### src/rtl/m_illegalop_stimgen.sv
// Stimulus generator for an RV32 illegal-instruction decoder: exhaustive opcode/funct sweep,
// then LFSR words, checked against a reference verdict. Macro MIDGETV_STIMGEN_MULDIV_EN enables M-extension rules.
module m_illegalop_stimgen #(
  parameter int unsigned NRAND = 4096,
  parameter logic [31:0] SEED  = 32'h0000_0001
) (
  input  logic        clk,
  input  logic        rst_n,
  input  logic        start,
  output logic [31:0] INSTR,
  output logic        corerunning,
  output logic        valid,
  input  logic        ready,
  input  logic        dut_illegal,
  output logic        expect_illegal,
  output logic        busy,
  output logic        done,
  output logic [15:0] word_cnt,
  output logic [15:0] err_cnt,
  output logic [31:0] first_fail
);

`ifdef MIDGETV_STIMGEN_MULDIV_EN
  localparam logic MULDIV_EN = 1'b1;
`else
  localparam logic MULDIV_EN = 1'b0;
`endif

  localparam logic [31:0] LFSR_POLY = 32'h8020_0003;
  localparam logic [15:0] RAND_LAST = 16'(NRAND - 1);

  typedef enum logic [1:0] {
    ST_IDLE  = 2'd0,
    ST_SWEEP = 2'd1,
    ST_RAND  = 2'd2,
    ST_DONE  = 2'd3
  } state_t;

  state_t      state_r, state_nx_s;
  logic [9:0]  idx_r;
  logic [15:0] rand_cnt_r;
  logic [31:0] lfsr_r;
  logic [31:0] instr_r, instr_nx_s;
  logic        valid_r, busy_r, done_r;
  logic [15:0] word_cnt_r, err_cnt_r;
  logic [31:0] first_fail_r;
  logic        start_run_s, transfer_s, mismatch_s;

  function automatic logic [31:0] lfsr_next_f(input logic [31:0] s);
    return {1'b0, s[31:1]} ^ (s[0] ? LFSR_POLY : 32'h0000_0000);
  endfunction

  // Index layout is {op, funct3, sel}; sel picks the funct7 flavour.
  function automatic logic [31:0] sweep_word_f(input logic [9:0] idx);
    logic [6:0] f7;
    case (idx[1:0])
      2'b00:   f7 = 7'h00;
      2'b01:   f7 = 7'h20;
      2'b10:   f7 = 7'h01;
      default: f7 = 7'h40;
    endcase
    return {f7, 5'd1, 5'd0, idx[4:2], 5'd0, idx[9:5], 2'b11};
  endfunction

  function automatic logic illegal_f(input logic [31:0] w);
    logic       bad;
    logic [6:0] f7;
    logic [2:0] f3;
    f7  = w[31:25];
    f3  = w[14:12];
    bad = 1'b1;
    if (w[1:0] == 2'b11) begin
      case (w[6:2])
        5'b00000, 5'b00010, 5'b00011, 5'b00101, 5'b01000,
        5'b01101, 5'b11000, 5'b11001, 5'b11011: bad = 1'b0;
        5'b00100: bad = ((f3 == 3'b001) && (f7 != 7'h00)) ||
                        ((f3 == 3'b101) && (f7 != 7'h00) && (f7 != 7'h20)) ||
                        (MULDIV_EN && f7[0]);
        5'b01100: bad = !((f7 == 7'h00) ||
                          ((f7 == 7'h20) && ((f3 == 3'b000) || (f3 == 3'b101))) ||
                          (MULDIV_EN && (f7 == 7'h01)));
        5'b11100: bad = (f3[1:0] == 2'b00) && ((w[19:15] != 5'd0) || (w[11:7] != 5'd0));
        default:  bad = 1'b1;
      endcase
    end else begin
      bad = 1'b1;
    end
    return bad;
  endfunction

  assign start_run_s = start & ((state_r == ST_IDLE) | (state_r == ST_DONE));
  assign transfer_s  = valid_r & ready;
  assign mismatch_s  = transfer_s & (dut_illegal != expect_illegal);

  // FSM state register
  always_ff @(posedge clk or negedge rst_n) begin
    if (!rst_n) begin
      state_r <= ST_IDLE;
    end else begin
      state_r <= state_nx_s;
    end
  end

  // Next state and next presented word; the first RAND word is the freshly loaded seed
  always_comb begin
    state_nx_s = state_r;
    instr_nx_s = instr_r;
    case (state_r)
      ST_IDLE, ST_DONE: begin
        if (start_run_s) begin
          state_nx_s = ST_SWEEP;
          instr_nx_s = sweep_word_f(10'd0);
        end else begin
          state_nx_s = state_r;
        end
      end
      ST_SWEEP: begin
        if (transfer_s && (idx_r == 10'd1023)) begin
          state_nx_s = ST_RAND;
          instr_nx_s = lfsr_r;
        end else if (transfer_s) begin
          instr_nx_s = sweep_word_f(idx_r + 10'd1);
        end else begin
          instr_nx_s = instr_r;
        end
      end
      ST_RAND: begin
        if (transfer_s) begin
          instr_nx_s = lfsr_next_f(lfsr_r);
          if (rand_cnt_r == RAND_LAST) begin
            state_nx_s = ST_DONE;
          end else begin
            state_nx_s = ST_RAND;
          end
        end else begin
          instr_nx_s = instr_r;
        end
      end
      default: state_nx_s = ST_IDLE;
    endcase
  end

  // Datapath: word generation, counters and mismatch capture
  always_ff @(posedge clk or negedge rst_n) begin
    if (!rst_n) begin
      idx_r        <= 10'd0;
      rand_cnt_r   <= 16'd0;
      lfsr_r       <= SEED;
      instr_r      <= 32'h0000_0000;
      valid_r      <= 1'b0;
      busy_r       <= 1'b0;
      done_r       <= 1'b0;
      word_cnt_r   <= 16'd0;
      err_cnt_r    <= 16'd0;
      first_fail_r <= 32'h0000_0000;
    end else begin
      instr_r <= instr_nx_s;
      valid_r <= (state_nx_s == ST_SWEEP) || (state_nx_s == ST_RAND);
      busy_r  <= (state_nx_s == ST_SWEEP) || (state_nx_s == ST_RAND);
      done_r  <= (state_nx_s == ST_DONE);
      if (start_run_s) begin
        idx_r        <= 10'd0;
        rand_cnt_r   <= 16'd0;
        lfsr_r       <= SEED;
        word_cnt_r   <= 16'd0;
        err_cnt_r    <= 16'd0;
        first_fail_r <= 32'h0000_0000;
      end else begin
        if (transfer_s && (state_r == ST_SWEEP)) begin
          idx_r <= idx_r + 10'd1;
        end
        if (transfer_s && (state_r == ST_RAND)) begin
          rand_cnt_r <= rand_cnt_r + 16'd1;
          lfsr_r     <= lfsr_next_f(lfsr_r);
        end
        if (transfer_s) begin
          word_cnt_r <= word_cnt_r + 16'd1;
        end
        if (mismatch_s && (err_cnt_r != 16'hFFFF)) begin
          err_cnt_r <= err_cnt_r + 16'd1;
        end
        if (mismatch_s && (err_cnt_r == 16'd0)) begin
          first_fail_r <= instr_r;
        end
      end
    end
  end

  assign INSTR          = instr_r;
  assign valid          = valid_r;
  assign corerunning    = valid_r;
  assign busy           = busy_r;
  assign done           = done_r;
  assign word_cnt       = word_cnt_r;
  assign err_cnt        = err_cnt_r;
  assign first_fail     = first_fail_r;
  assign expect_illegal = illegal_f(instr_r);

endmodule

### config.mk
export PLATFORM = sky130hd
export DESIGN_NAME = m_illegalop_stimgen
export DESIGN_NICKNAME = d
export VERILOG_FILES = /design/src/rtl/m_illegalop_stimgen.sv
export SDC_FILE = /design/constraint.sdc
export NUM_CORES = 1
export LEC_CHECK = 0
export ABC_CLOCK_PERIOD_IN_PS = 3200
export CELL_PAD_IN_SITES_DETAIL_PLACEMENT = 1
export CELL_PAD_IN_SITES_GLOBAL_PLACEMENT = 1
export CORE_ASPECT_RATIO = 0.75
export CORE_MARGIN = 3
export CORE_UTILIZATION = 44
export CTS_BUF_LIST = sky130_fd_sc_hd__clkbuf_4
export CTS_CLUSTER_SIZE = 16
export DETAILED_ROUTE_END_ITERATION = 8
export GPL_TIMING_DRIVEN = 0
export HOLD_SLACK_MARGIN = 0.12
export PLACE_DENSITY_LB_ADDON = 0.1
export RECOVER_POWER = 25
export SLEW_MARGIN = 10
export SYNTH_ARGS = -nofsm -noshare
export SYNTH_HDL_FRONTEND = slang
export SYNTH_SLANG_ARGS = --single-unit
### constraint.sdc
create_clock -name clk -period 3.2 [get_ports clk]
set_clock_uncertainty 0.1 [all_clocks]
set_input_delay 0.64 -clock clk [delete_from_list [all_inputs] [get_ports clk]]
set_output_delay 0.64 -clock clk [all_outputs]
set_load 0.03 [all_outputs]
; Word-level counts from Yosys, hierarchy flattened
; Cells that the tools add are included.
[word_totals]
register_bits = 158
input_bits = 5
out_inout_bits = 101
word_cells = 110
[classes]
addsub = 4
n_eq_ne = 31
muxes = 26
bitwise = 5
reduce_logical = 34
[ops]
columns = op, count
row1 = $mux 32, 9
row2 = $mux 16, 6
row3 = $pmux 32 s3, 1
row4 = $add 16x1->16 const B, 3
row5 = $xor 31x32->32, 1
row6 = $pmux 7 s3, 1
row7 = $eq 5x5->1 const B, 4
row8 = $mux 10, 2
row9 = $eq 16x12->1 const B, 1
row10 = $logic_not 16->1, 1
row11 = $ne 16x16->1 const B, 1
row12 = $eq 5x4->1 const B, 3
row13 = $eq 2x2->1 const B, 6
row14 = $add 10x1->10 const B, 1
row15 = $eq 10x10->1 const B, 1
row16 = $eq 5x2->1 const B, 2
row17 = $eq 5x3->1 const B, 2
row18 = $logic_and 1x1->1, 10
row19 = $reduce_bool 2->1, 5
row20 = $reduce_bool 5->1, 2
row21 = $reduce_or 9->1, 1
row22 = $eq 7x6->1 const B, 1
row23 = $logic_not 7->1, 1
row24 = $ne 7x6->1 const B, 1
row25 = other kinds (20), 34

; Longest topological paths before layout
; Gate-level depths: netlist of the first run.
[depth]
depth_word = 12
ltp_mapped = 9
mapped_depth_nobuf = 8

; Worst setup path after synthesis of the first run
; No wires, ideal clock.
[synth_timing]
path_type = reg-to-output
startpoint = register instr_r[29] (netlist: INSTR[29])
endpoint = output expect_illegal
t_arrival_ns = 2.220
t_required_ns = 2.460
setup_slack_ns = 0.240
path_stages_with_launch = 6
path_buffers = 0
path_cell_list = dfrtp_1 > or4_4 > a2111oi_4 > o22ai_2 > nor3_4 > inv_1
[synth_between]
elab_chain_cells = 6
word_cells_on_any_way = 13
classes_between = eq/ne: 2 / mux: 2 / reduce/logical: 9
[synth_rtl]
columns = item, line_no
row1 = from (decl), 43  ; logic [31:0] instr_r, instr_nx_s;
row2 = from (signal assigned), 157  ; instr_r <= instr_nx_s;
row3 = $eq 7x6->1 / $reduce_bool 7->1 (equally long branches), "80, 76, 77"
row4 = $logic_and 1x1->1 (on tied branches), "80, 77"
row5 = $logic_or 1x1->1 / $logic_and 1x1->1 (equally long branches), "79, 77"
row6 = $logic_not 1->1 / $logic_or 1x1->1 (equally long branches), "79, 76"
row7 = $pmux 1 s4 (*), 73  ; case (w[6:2])
row8 = $mux 1 (*), 72  ; if (w[1:0] == 2'b11) begin
row9 = to (decl), 15  ; output logic expect_illegal,
; Mark *: on every way between the ends. The rest lies on a longest branch, timed or not.

; Worst setup path in the final report of the first run
[layout_timing]
startpoint = register instr_r[27] (netlist: INSTR[27])
endpoint = output expect_illegal
; Same word-level chain as after synthesis.

==> results of run 1 <==
==> Yosys cell counts (18+ instances only) <==
master      n
nand2_1   157
o21ai_0    63
clkbuf_1   36
nor2_1     56
xor2_1     29
nand3_1    59
a21oi_1    83
xnor2_1    18
dfrtp_1   157
a22oi_1    27
==> per-stage QoR <==
step	worst slack, ns	cells	TNS, ns
2_1_floorplan	0.240	899	0
3_3_place_gp	-5.24	1246	-825.02
3_5_place_dp	-0.293	1247	-2.53
4_1_cts	0.00459	1290	0
5_1_grt	-0.112	1290	-0.135
6_report	0.0191	1290	0
==> worst max-delay path: stages (launching register included) <==
cell       delay, ns
dfrtp_1         0.41
or4_4           0.59
a2111oi_4       0.31
o22ai_4         0.15
nor3_4          0.20
inv_1           0.07
buf_6           0.14
==> cell type report <==
type                            instances  area [µm²]
Fill cell                            2097        7910
Multi-Input combinational cell        669        3970
Sequential cell                       158        3960
Timing Repair Buffer                  119        1160
Tap cell                              242         303
Buffer                                 54         269
Clock inverter                         15         216
Clock buffer                           17         128
Inverter                               16        60.1
==> kinds of logic after synthesis <==
logic type | Yosys count
adders and majority gates | 11
and+or+nand+nor | 373
buffers and inverters | 72
xor gates and xnor gates | 47
AOI/OAI and AO/OA | 220
DFF | 158
muxes | 18
==> metal layers <==
layer  routed length, µm  up-vias  part of all wire [%]  global-route usage, %
met5                   0        -                     0                      0
met4                 381        0                   1.5                   6.91
met3                 980       27                   3.8                   3.32
met2               11500      155                    45                   38.0
met1               12800     3688                    50                   40.0
li1                    -     3454                     -                      -
==> report_power, final <==
part	internal, mW	leakage, nW	switching (mW)
clock network	0.697	0.175	0.776
registers	2.30	2.08	0.451
logic	0.778	1.93	1.10
==> sequential cells by signal, indices dropped and copies added, names as in the netlist <==
register and count:
INSTR 32, busy 1, done 1, err_cnt 16, first_fail 32, idx_r 10
lfsr_r 32, rand_cnt_r 16, state_r 2, word_cnt 16
==> repair_timing <==
action,4_1_cts,5_1_grt
hold buffers,1,0
buffers inserted,12,0
pin swaps,6,0
gates resized for setup,10,2
setup endpoints to repair,1,15
hold endpoints to repair,72,0
==> worst min path at each step <==
stage | from | end | slack [ns]
global placement | first_fail[24] | first_fail[24] | 0.42
finish | first_fail[1] | first_fail[1] | 0.44
detailed placement | first_fail[1] | first_fail[1] | 0.43
floorplan | rst_n | INSTR[0] | 0.24
CTS | first_fail[1] | first_fail[1] | 0.44
global route | first_fail[30] | first_fail[30] | 0.46
==> summary.txt, run 1 <==
Placed design
  • Dpl cell area: 0.00961 mm²
  • I/O Buffers: 105
  • GP Congestion: 0.815
  • DPL Wire Length: 18,500 µm

GRT
  • Grt total ovfl: 0
  • Initial antenna violation count: 0
  • Largest net degree at the start of global routing: 86
  • Total track usage: 25.8%
  • First-pass GRT wire length: 41,900 µm
  • Number of global-route vias before repair: 7,484

Die
  • Starting density of the core: 45.8%
  • Die Width: 164 µm
  • Row cnt: 42
  • Core area: 0.0180 mm²
  • Die ar.: 0.0204 mm²
  • Die H: 124 µm
  • I/O pin count: 106

Synth
  • Simple-gate area share of the yosys netlist: 22.2%
  • Asr flop ratio synth: 100%
  • FF+latch count, synth: 158
  • Yosys top cell by area: dfrtp_1
  • Synth Flop Type: dfrtp_1
  • Seq/Total Area, Yosys: 48.1%
  • Syn. warnings: 0
  • Syn avg cell area: 9.15 µm²
  • Xor/xnor share of the synthesized area: 5.00%
  • Synth Cell Area: 0.00823 mm²
  • Distinct cells, synth: 63
  • Largest family of logic cells by synthesized area: simple AND/OR/NAND/NOR gates
  • Post-synth top area share: 47.7%
  • Post-synthesis adder-cell area fraction: 1.67%
  • Mux contribution to synthesized area: 2.36%
  • Post-Syn Instances: 899
  • Synthesized net count: 915
  • Synth area leaders: dfrtp_1 48%, nand2_1 7.2%, a21oi_1 5.0%
  • EDFF count, synth: 0
  • Complex-gate fraction of the synthesized area: 16.6%

Setup path
  • Required @ worst endpoint: 2.46 ns
  • Startpoint Class: register
  • Critical Path End: expect_illegal
  • Worst Path Max Fanout: 2
  • R2r worst-path depth: 8
  • FF-to-FF setup slack: 0.28 ns
  • Reg-to-reg startpoint: idx_r[1]
  • Critical Path AT: 2.44 ns
  • WS Path Type: reg -> out
  • Critical Path Start: INSTR[27]
  • Worst R2R End: INSTR[23]
  • Setup crit end kind: output port

Outcome
  • Status: complete, but fails checks
  • Failing checks: max-capacitance violations, max-slew violations

STA
  • Crit share post-route: 99.4%
  • Worst hold slack: 0.441 ns
  • Worst-Margin Slew: 1.91 ns
  • Final Hold Viols: 0
  • Setup violators final: 0
  • RSZ-0062 raised after global routing: true
  • Final slew viol count: 75
  • Slew headroom: -27.2%
  • Max Clock Freq: 314 MHz
  • Minimum clock period: 3.18 ns

Final layout
  • Commonest non-fill, non-tap cell in the layout: nand2_1
  • Area growth syn-to-layout: 22.3%
  • Final nets: 1,051
  • Share of layout cells above drive strength 1: 8.21%
  • Finished Core Util: 56.0%
  • Antenna cell count: 0
  • Most frequent cells in the layout: 157 x nand2_1, 156 x dfrtp_1, 103 x clkdlybuf4s50_1, 83 x a21oi_1, 63 x o21ai_0
  • Finished Cell Area: 0.0101 mm²

Clock tree
  • CTS tree: yes
  • Root buffer cell: clkbuf_4
  • TritonCTS Buffers: 17
  • Clk pin slew, worst setup/hold paths: 0.13 ns
  • Clk sink count: 158
  • Worst skew pair latency: 0.59 ns
  • Bufs on Longest Clock Path: 2
  • CTS H-tree depth: 4

Routing
  • DR iter-0 viols: 472
  • Total Routed Length: 25,600 µm
  • Routed Antenna Nets: 0
  • WL/cell: 19.9 µm
  • DRC: 0
  • Vias per cell: 5.68
  • Drt pass-1 iters: 5
  • Via count: 7,324

Power
  • Leakage: 4.19 nW
  • VDD IR max: 0.280 mV
  • Power Density: 607 mW/mm²
  • Overall power: 6.10 mW

Run
  • MaxCap Viol Count: 1

Min path
  • Depth of the worst hold-timing path: 2
  • Hold WC Path Type: reg -> reg
(Power assumes the default switching activity.)
==> run 2, diff against run 1 <==
- CORE_ASPECT_RATIO: 0.75 -> 1.1
==> run 2 against run 1 <==
Via count barely moved. The run ends with max-capacitance violations, max-slew violations, negative setup slack left. Setup slack got worse by 0.040 ns. Clock power fell by 18%.
==> summary.txt, run 2 (same netlist as run 1, synthesis figures left out) <==
Final layout
  • Final nets: 1,051 (unchanged)
  • Share of layout cells above drive strength 1: 8.30% (was 8.21%)
  • Most frequent cells in the layout: 157 x dfrtp_1, 157 x nand2_1, 103 x clkdlybuf4s50_1, 83 x a21oi_1, 63 x o21ai_0 (was 157 x nand2_1, 156 x dfrtp_1, 103 x clkdlybuf4s50_1, 83 x a21oi_1, 63 x o21ai_0)
  • Area growth syn-to-layout: 21.4% (was 22.3%)
  • # fillers: 2,138 (was 2,097)

Setup path
  • Crit. path cell count: 6 (unchanged)
  • Slowest Stage Delay on Critical Path: 0.58 ns (was 0.59 ns)
  • Startpoint Class: register (unchanged)
  • FF-to-FF setup slack: 0.26 ns (was 0.28 ns)
  • Slowest-stage cell, CP: or4_4 (unchanged)
  • WS Path Type: reg -> out (unchanged)
  • Required @ worst endpoint: 2.46 ns (about the same)
  • R2r worst-path depth: 7 (was 8)
  • Critical path cell sequence: or4_4, a2111oi_4, o22ai_4, nor3_4, inv_1, buf_6 (unchanged)
  • Worst path top cell family by delay: simple AND/OR/NAND/NOR gates (unchanged)
  • Setup crit end kind: output port (unchanged)
  • WP buf/inv: 2 (unchanged)
  • Worst Path Max Fanout: 2 (unchanged)
  • Critical Path AT: 2.48 ns (was 2.44 ns)

Routing
  • Total Routed Length: 24,600 µm (was 25,600 µm)
  • DRC: 0 (unchanged)
  • DR iter-0 viols: 412 (was 472)
  • Via count: 7,322 (was 7,324)
  • Routed Antenna Nets: 0 (unchanged)
  • WL/cell: 19.1 µm (was 19.9 µm)
  • Drt pass-1 iters: 5 (unchanged)
  • Vias per cell: 5.69 (was 5.68)

Die
  • Die Width: 136 µm (was 164 µm)
  • Core area: 0.0180 mm² (about the same)
  • Row cnt: 51 (was 42)
  • Die ar.: 0.0204 mm² (about the same)
  • Die H: 149 µm (was 124 µm)
  • Starting density of the core: 45.7% (was 45.8%)
  • I/O pin count: 106 (unchanged)

STA
  • Worst-Margin Slew: 1.60 ns (was 1.91 ns)
  • Minimum clock period: 3.22 ns (was 3.18 ns)
  • RSZ-0062 raised after global routing: true (unchanged)
  • Crit share post-route: 101% (was 99.4%)
  • Final Hold Viols: 0 (unchanged)
  • Setup violators final: 1 (was 0)
  • Max Clock Freq: 311 MHz (was 314 MHz)
  • Slew headroom: -6.91% (was -27.2%)
  • Post-route setup TNS: -0.0206 ns (was 0 ns)
  • Worst setup margin: -0.0206 ns (was 0.0191 ns)
  • Final slew viol count: 64 (was 75)
  • Worst hold slack: 0.439 ns (was 0.441 ns)

Power
  • Leakage: 4.15 nW (was 4.19 nW)
  • Overall power: 5.83 mW (was 6.10 mW)
  • Power Density: 584 mW/mm² (was 607 mW/mm²)
  • VDD IR max: 0.299 mV (was 0.280 mV)

Min path
  • Hold WC Path Type: reg -> reg (unchanged)
  • Depth of the worst hold-timing path: 2 (unchanged)

Clock tree
  • TritonCTS Buffers: 17 (unchanged)
  • Clk sink count: 158 (unchanged)
  • Clk pin slew, worst setup/hold paths: 0.13 ns (about the same)
  • Bufs on Longest Clock Path: 2 (unchanged)
  • CTS tree: yes (unchanged)
  • Root buffer cell: clkbuf_4 (unchanged)
  • Worst skew pair latency: 0.57 ns (was 0.59 ns)
  • CTS H-tree depth: 4 (unchanged)

GRT
  • Number of global-route vias before repair: 7,534 (was 7,484)
  • Initial antenna violation count: 1 (was 0)
  • First-pass GRT wire length: 40,500 µm (was 41,900 µm)
  • Total track usage: 25.0% (was 25.8%)
  • Grt total ovfl: 0 (unchanged)
  • Largest net degree at the start of global routing: 97 (was 86)

Run
  • MaxCap Viol Count: 1 (unchanged)

Placed design
  • I/O Buffers: 105 (unchanged)
  • DPL Wire Length: 17,700 µm (was 18,500 µm)
  • GP Congestion: 0.804 (was 0.815)
  • Post-Place Worst Slack: -0.301 ns (was -0.293 ns)

Outcome
  • Failing checks: max-capacitance violations, max-slew violations, negative setup slack (was max-capacitance violations, max-slew violations)
  • Status: complete, but fails checks (unchanged)
==> run 2: final cells by class <==
cell class | count | area (µm²) | share of cell area, %
antenna | 1 | 2.50 | 0.0251
buffer | 54 | 269 | 2.69
clock buffer | 18 | 135 | 1.35
clock inverter | 14 | 138 | 1.38
inverter | 16 | 60.1 | 0.602
multi-input combinational | 669 | 3970 | 39.7
sequential | 158 | 3960 | 39.6
tap | 238 | 298 | 2.98
timing repair buffer | 119 | 1160 | 11.6
==> run 2: worst paths after layout <==
path / start / end
max: INSTR[28] / expect_illegal
min: first_fail[1] / first_fail[1]
max reg2reg: idx_r[1] / busy
min reg2reg: first_fail[1] / first_fail[1]
max in group asynchronous: rst_n / lfsr_r[13]
min in group asynchronous: rst_n / err_cnt[10]
==> run 2: power breakdown <==
part | total, mW | internal [mW] | switching, mW
Combinational | 1.88 | 0.785 | 1.10
Sequential | 2.75 | 2.30 | 0.446
Clock | 1.20 | 0.409 | 0.792
Total | 5.83 | 3.49 | 2.33
==> run 2: what timing repair did <==
action | in CTS | in global routing
setup buffers | 12 | 0
gates resized for setup | 10 | 2
endpoints found under the setup margin | 1 | 15
hold buffers | 1 | 0
pin swaps | 7 | 0
hold endpoints to repair | 61 | 0
==> run 2: per-layer routing <==
metal | up-vias | wire length (µm) | global-route usage (%)
li1 | 3458 | - | -
met1 | 3692 | 11100 | 34.1
met2 | 149 | 12300 | 41.8
met3 | 23 | 873 | 3.77
met4 | 0 | 333 | 6.45
met5 | - | 0 | 0
==> run 2: metrics by stage <==
stage,instance area (µm²),instances,utilization (%)
after detailed placement,9610,1243,53.4
after floorplan,8230,899,-
after CTS,10000,1288,55.6
final,9980,1287,55.5
after global placement,9580,1242,53.2
after global routing,9980,1287,55.5
==> run 2: worst reg2reg max path, cell delays in order (launching register included) <==
cell and delay (ns):
dfrtp_1 0.47, ha_1 0.25, nand3_1 0.32, nor4_4 0.66
clkbuf_1 0.41, o21ai_0 0.18, o2bb2ai_1 0.18, ha_1 0.28
==> run 3, diff against run 2 <==
- CELL_PAD_IN_SITES_DETAIL_PLACEMENT: 1 -> default
- CELL_PAD_IN_SITES_GLOBAL_PLACEMENT: 1 -> default
- CORE_UTILIZATION: 44 -> 45
- PLACE_DENSITY: default -> 0.67
- PLACE_DENSITY_LB_ADDON: 0.1 -> default
==> run 3 against run 2 <==
The flow still finishes with violations (max-capacitance violations, max-slew violations, negative setup slack). Core utilization rose by 0.41 points. Sequential power is essentially flat. Hold slack better by 0.00060 ns. Setup slack lost 0.010 ns. Power is 2.4% lower. Wire length decreased by 11%. Critical path depth unchanged. Non-clock buffer count rose by 2. Final area shrank 0.33%. Clock power down 8%. Global-route usage down 2.3 points. Critical endpoint unchanged.
==> summary.txt, run 3 (same netlist as run 1, synthesis figures left out) <==
Outcome
  • Status: complete, but fails checks (unchanged)
  • Failing checks: max-capacitance violations, max-slew violations, negative setup slack (unchanged)

Routing
  • DR iter-0 viols: 618 (was 412)
  • Drt pass-1 iters: 5 (unchanged)
  • DRC: 0 (unchanged)
  • Via count: 7,128 (was 7,322)
  • Routed Antenna Nets: 0 (unchanged)
  • Vias per cell: 5.53 (was 5.69)
  • WL/cell: 17.0 µm (was 19.1 µm)
  • Total Routed Length: 21,900 µm (was 24,600 µm)

Final layout
  • Area growth syn-to-layout: 21.0% (was 21.4%)
  • Share of layout cells above drive strength 1: 8.38% (was 8.30%)
  • Finished Cell Area: 0.00995 mm² (was 0.00998 mm²)
  • Finished Core Util: 55.9% (was 55.5%)
  • # fillers: 1,690 (was 2,138)
  • Most frequent cells in the layout: 157 x nand2_1, 156 x dfrtp_1, 103 x clkdlybuf4s50_1, 83 x a21oi_1, 63 x o21ai_0 (was 157 x dfrtp_1, 157 x nand2_1, 103 x clkdlybuf4s50_1, 83 x a21oi_1, 63 x o21ai_0)
  • Final nets: 1,053 (was 1,051)
  • Commonest non-fill, non-tap cell in the layout: nand2_1

Clock tree
  • Clk sink count: 158 (unchanged)
  • CTS H-tree depth: 4 (unchanged)
  • Worst skew pair latency: 0.57 ns (about the same)
  • CTS tree: yes (unchanged)
  • Root buffer cell: clkbuf_4 (unchanged)
  • TritonCTS Buffers: 17 (unchanged)
  • Clk pin slew, worst setup/hold paths: 0.15 ns (was 0.13 ns)
  • Bufs on Longest Clock Path: 2 (unchanged)

STA
  • Crit share post-route: 101% (about the same)
  • Worst hold slack: 0.440 ns (was 0.439 ns)
  • Worst-Margin Slew: 2.00 ns (was 1.60 ns)
  • Max Clock Freq: 310 MHz (was 311 MHz)
  • RSZ-0062 raised after global routing: true (unchanged)
  • Worst setup margin: -0.0307 ns (was -0.0206 ns)
  • Slew headroom: -33.4% (was -6.91%)
  • Final Hold Viols: 0 (unchanged)
  • Final slew viol count: 82 (was 64)
  • Minimum clock period: 3.23 ns (was 3.22 ns)
  • Post-route setup TNS: -0.0307 ns (was -0.0206 ns)
  • Setup violators final: 1 (unchanged)

Power
  • Clock power share: 19.3% (was 20.6%)
  • VDD IR max: 0.236 mV (was 0.299 mV)
  • Sequential power share: 47.9% (was 47.1%)
  • Power Density: 572 mW/mm² (was 584 mW/mm²)
  • Combinational group share of total power: 32.7% (was 32.3%)
  • Overall power: 5.69 mW (was 5.83 mW)
  • Psw: 2.28 mW (was 2.33 mW)
  • Leakage: 4.13 nW (was 4.15 nW)
  • Int Pwr: 3.41 mW (was 3.49 mW)
  • Sw frac: 40.0% (about the same)

Setup path
  • Startpoint Class: register (unchanged)
  • Setup crit end kind: output port (unchanged)
  • Critical Path AT: 2.49 ns (was 2.48 ns)
  • Required @ worst endpoint: 2.46 ns (about the same)
  • WS Path Type: reg -> out (unchanged)
  • R2r worst-path depth: 8 (was 7)
  • Reg-to-reg startpoint: idx_r[1] (unchanged)
  • Worst R2R End: INSTR[11] (was busy)
  • FF-to-FF setup slack: 0.25 ns (was 0.26 ns)
  • Worst Path Max Fanout: 2 (unchanged)

Placed design
  • Dpl cell area: 0.00961 mm² (unchanged)
  • GP Congestion: 0.871 (was 0.804)
  • I/O Buffers: 105 (unchanged)
  • DPL Wire Length: 15,500 µm (was 17,700 µm)

Min path
  • Depth of the worst hold-timing path: 2 (unchanged)
  • HP Start: first_fail[4] (was first_fail[1])
  • Hold WC Path Type: reg -> reg (unchanged)
  • Hold EP: first_fail[4] (was first_fail[1])

GRT
  • Grt total ovfl: 0 (unchanged)
  • Initial antenna violation count: 1 (unchanged)
  • Number of global-route vias before repair: 6,940 (was 7,534)
  • Total track usage: 22.7% (was 25.0%)
  • First-pass GRT wire length: 36,400 µm (was 40,500 µm)
  • Largest net degree at the start of global routing: 82 (was 97)

Run
  • MaxCap Viol Count: 1 (unchanged)

Die
  • Die Width: 135 µm (was 136 µm)
  • Row cnt: 51 (unchanged)
  • Die ar.: 0.0199 mm² (was 0.0204 mm²)
  • Starting density of the core: 46.2% (was 45.7%)
  • Die H: 148 µm (was 149 µm)
  • I/O pin count: 106 (unchanged)
  • Core area: 0.0178 mm² (was 0.0180 mm²)
run 3: worst max-delay path by stage:
stage | startpoint | endpoint | slack, ns | cells past startpoint
6_report | INSTR[28] | expect_illegal | -0.03 | 6
5_1_grt | INSTR[28] | expect_illegal | -0.18 | 6
4_1_cts | INSTR[28] | expect_illegal | -0.04 | 6
3_5_place_dp | INSTR[29] | expect_illegal | -0.30 | 6
3_3_place_gp | rst_n | word_cnt[11] | -5.13 | 1
2_1_floorplan | INSTR[29] | expect_illegal | 0.24 | 5
run 3: final cells by class:
cell class | instances | area, µm² | share of cell area [%]
repair buffers | 120 | 1170 | 11.7
multi-input cells | 669 | 3950 | 39.7
clock buffers | 17 | 128 | 1.28
plain buffers | 55 | 273 | 2.74
inverters | 16 | 60.1 | 0.603
well taps | 238 | 298 | 2.99
flip-flops and latches | 158 | 3960 | 39.8
diodes | 1 | 2.50 | 0.0251
clock inverters | 15 | 115 | 1.16
run 3: per-layer routing:
metal / vias up / track usage [%] / routed length [µm]
met5: - / 0 / 0
met4: 0 / 7.23 / 380
met3: 28 / 4.19 / 940
met2: 198 / 35.6 / 10300
met1: 3448 / 31.9 / 10300
li1: 3454 / - / -
run 3: power by group through the flow:
stage / combinational [mW] / sequential (mW) / clock [mW]
3_3_place_gp: 1.73 / 2.75 / 0
5_1_grt: 2.03 / 2.78 / 1.21
6_report: 1.86 / 2.73 / 1.10
4_1_cts: 1.85 / 2.72 / 1.13
3_5_place_dp: 1.77 / 2.76 / 0
2_1_floorplan: 0.834 / 2.97 / 0
run 3: per-stage QoR:
stage	std cells	setup slack, ns
after floorplan	899	0.240
after CTS	1286	-0.0433
final	1289	-0.0307
after global routing	1289	-0.178
after detailed placement	1243	-0.304
after global placement	1242	-5.13
run 3: what timing repair did:
action | CTS | global route
pin swaps | 6 | 3
hold buffers | 1 | 0
setup endpoints to repair | 1 | 1
cloned | 0 | 0
hold endpoints to repair | 80 | 0
setup buffers | 11 | 2
gates resized for setup | 10 | 0
run 3: worst max-delay path: stages (launching register included):
cell	delay [ns]
dfrtp_1	0.42
or4_4	0.59
a2111oi_4	0.37
o22ai_4	0.14
nor3_4	0.18
inv_1	0.07
buf_6	0.14
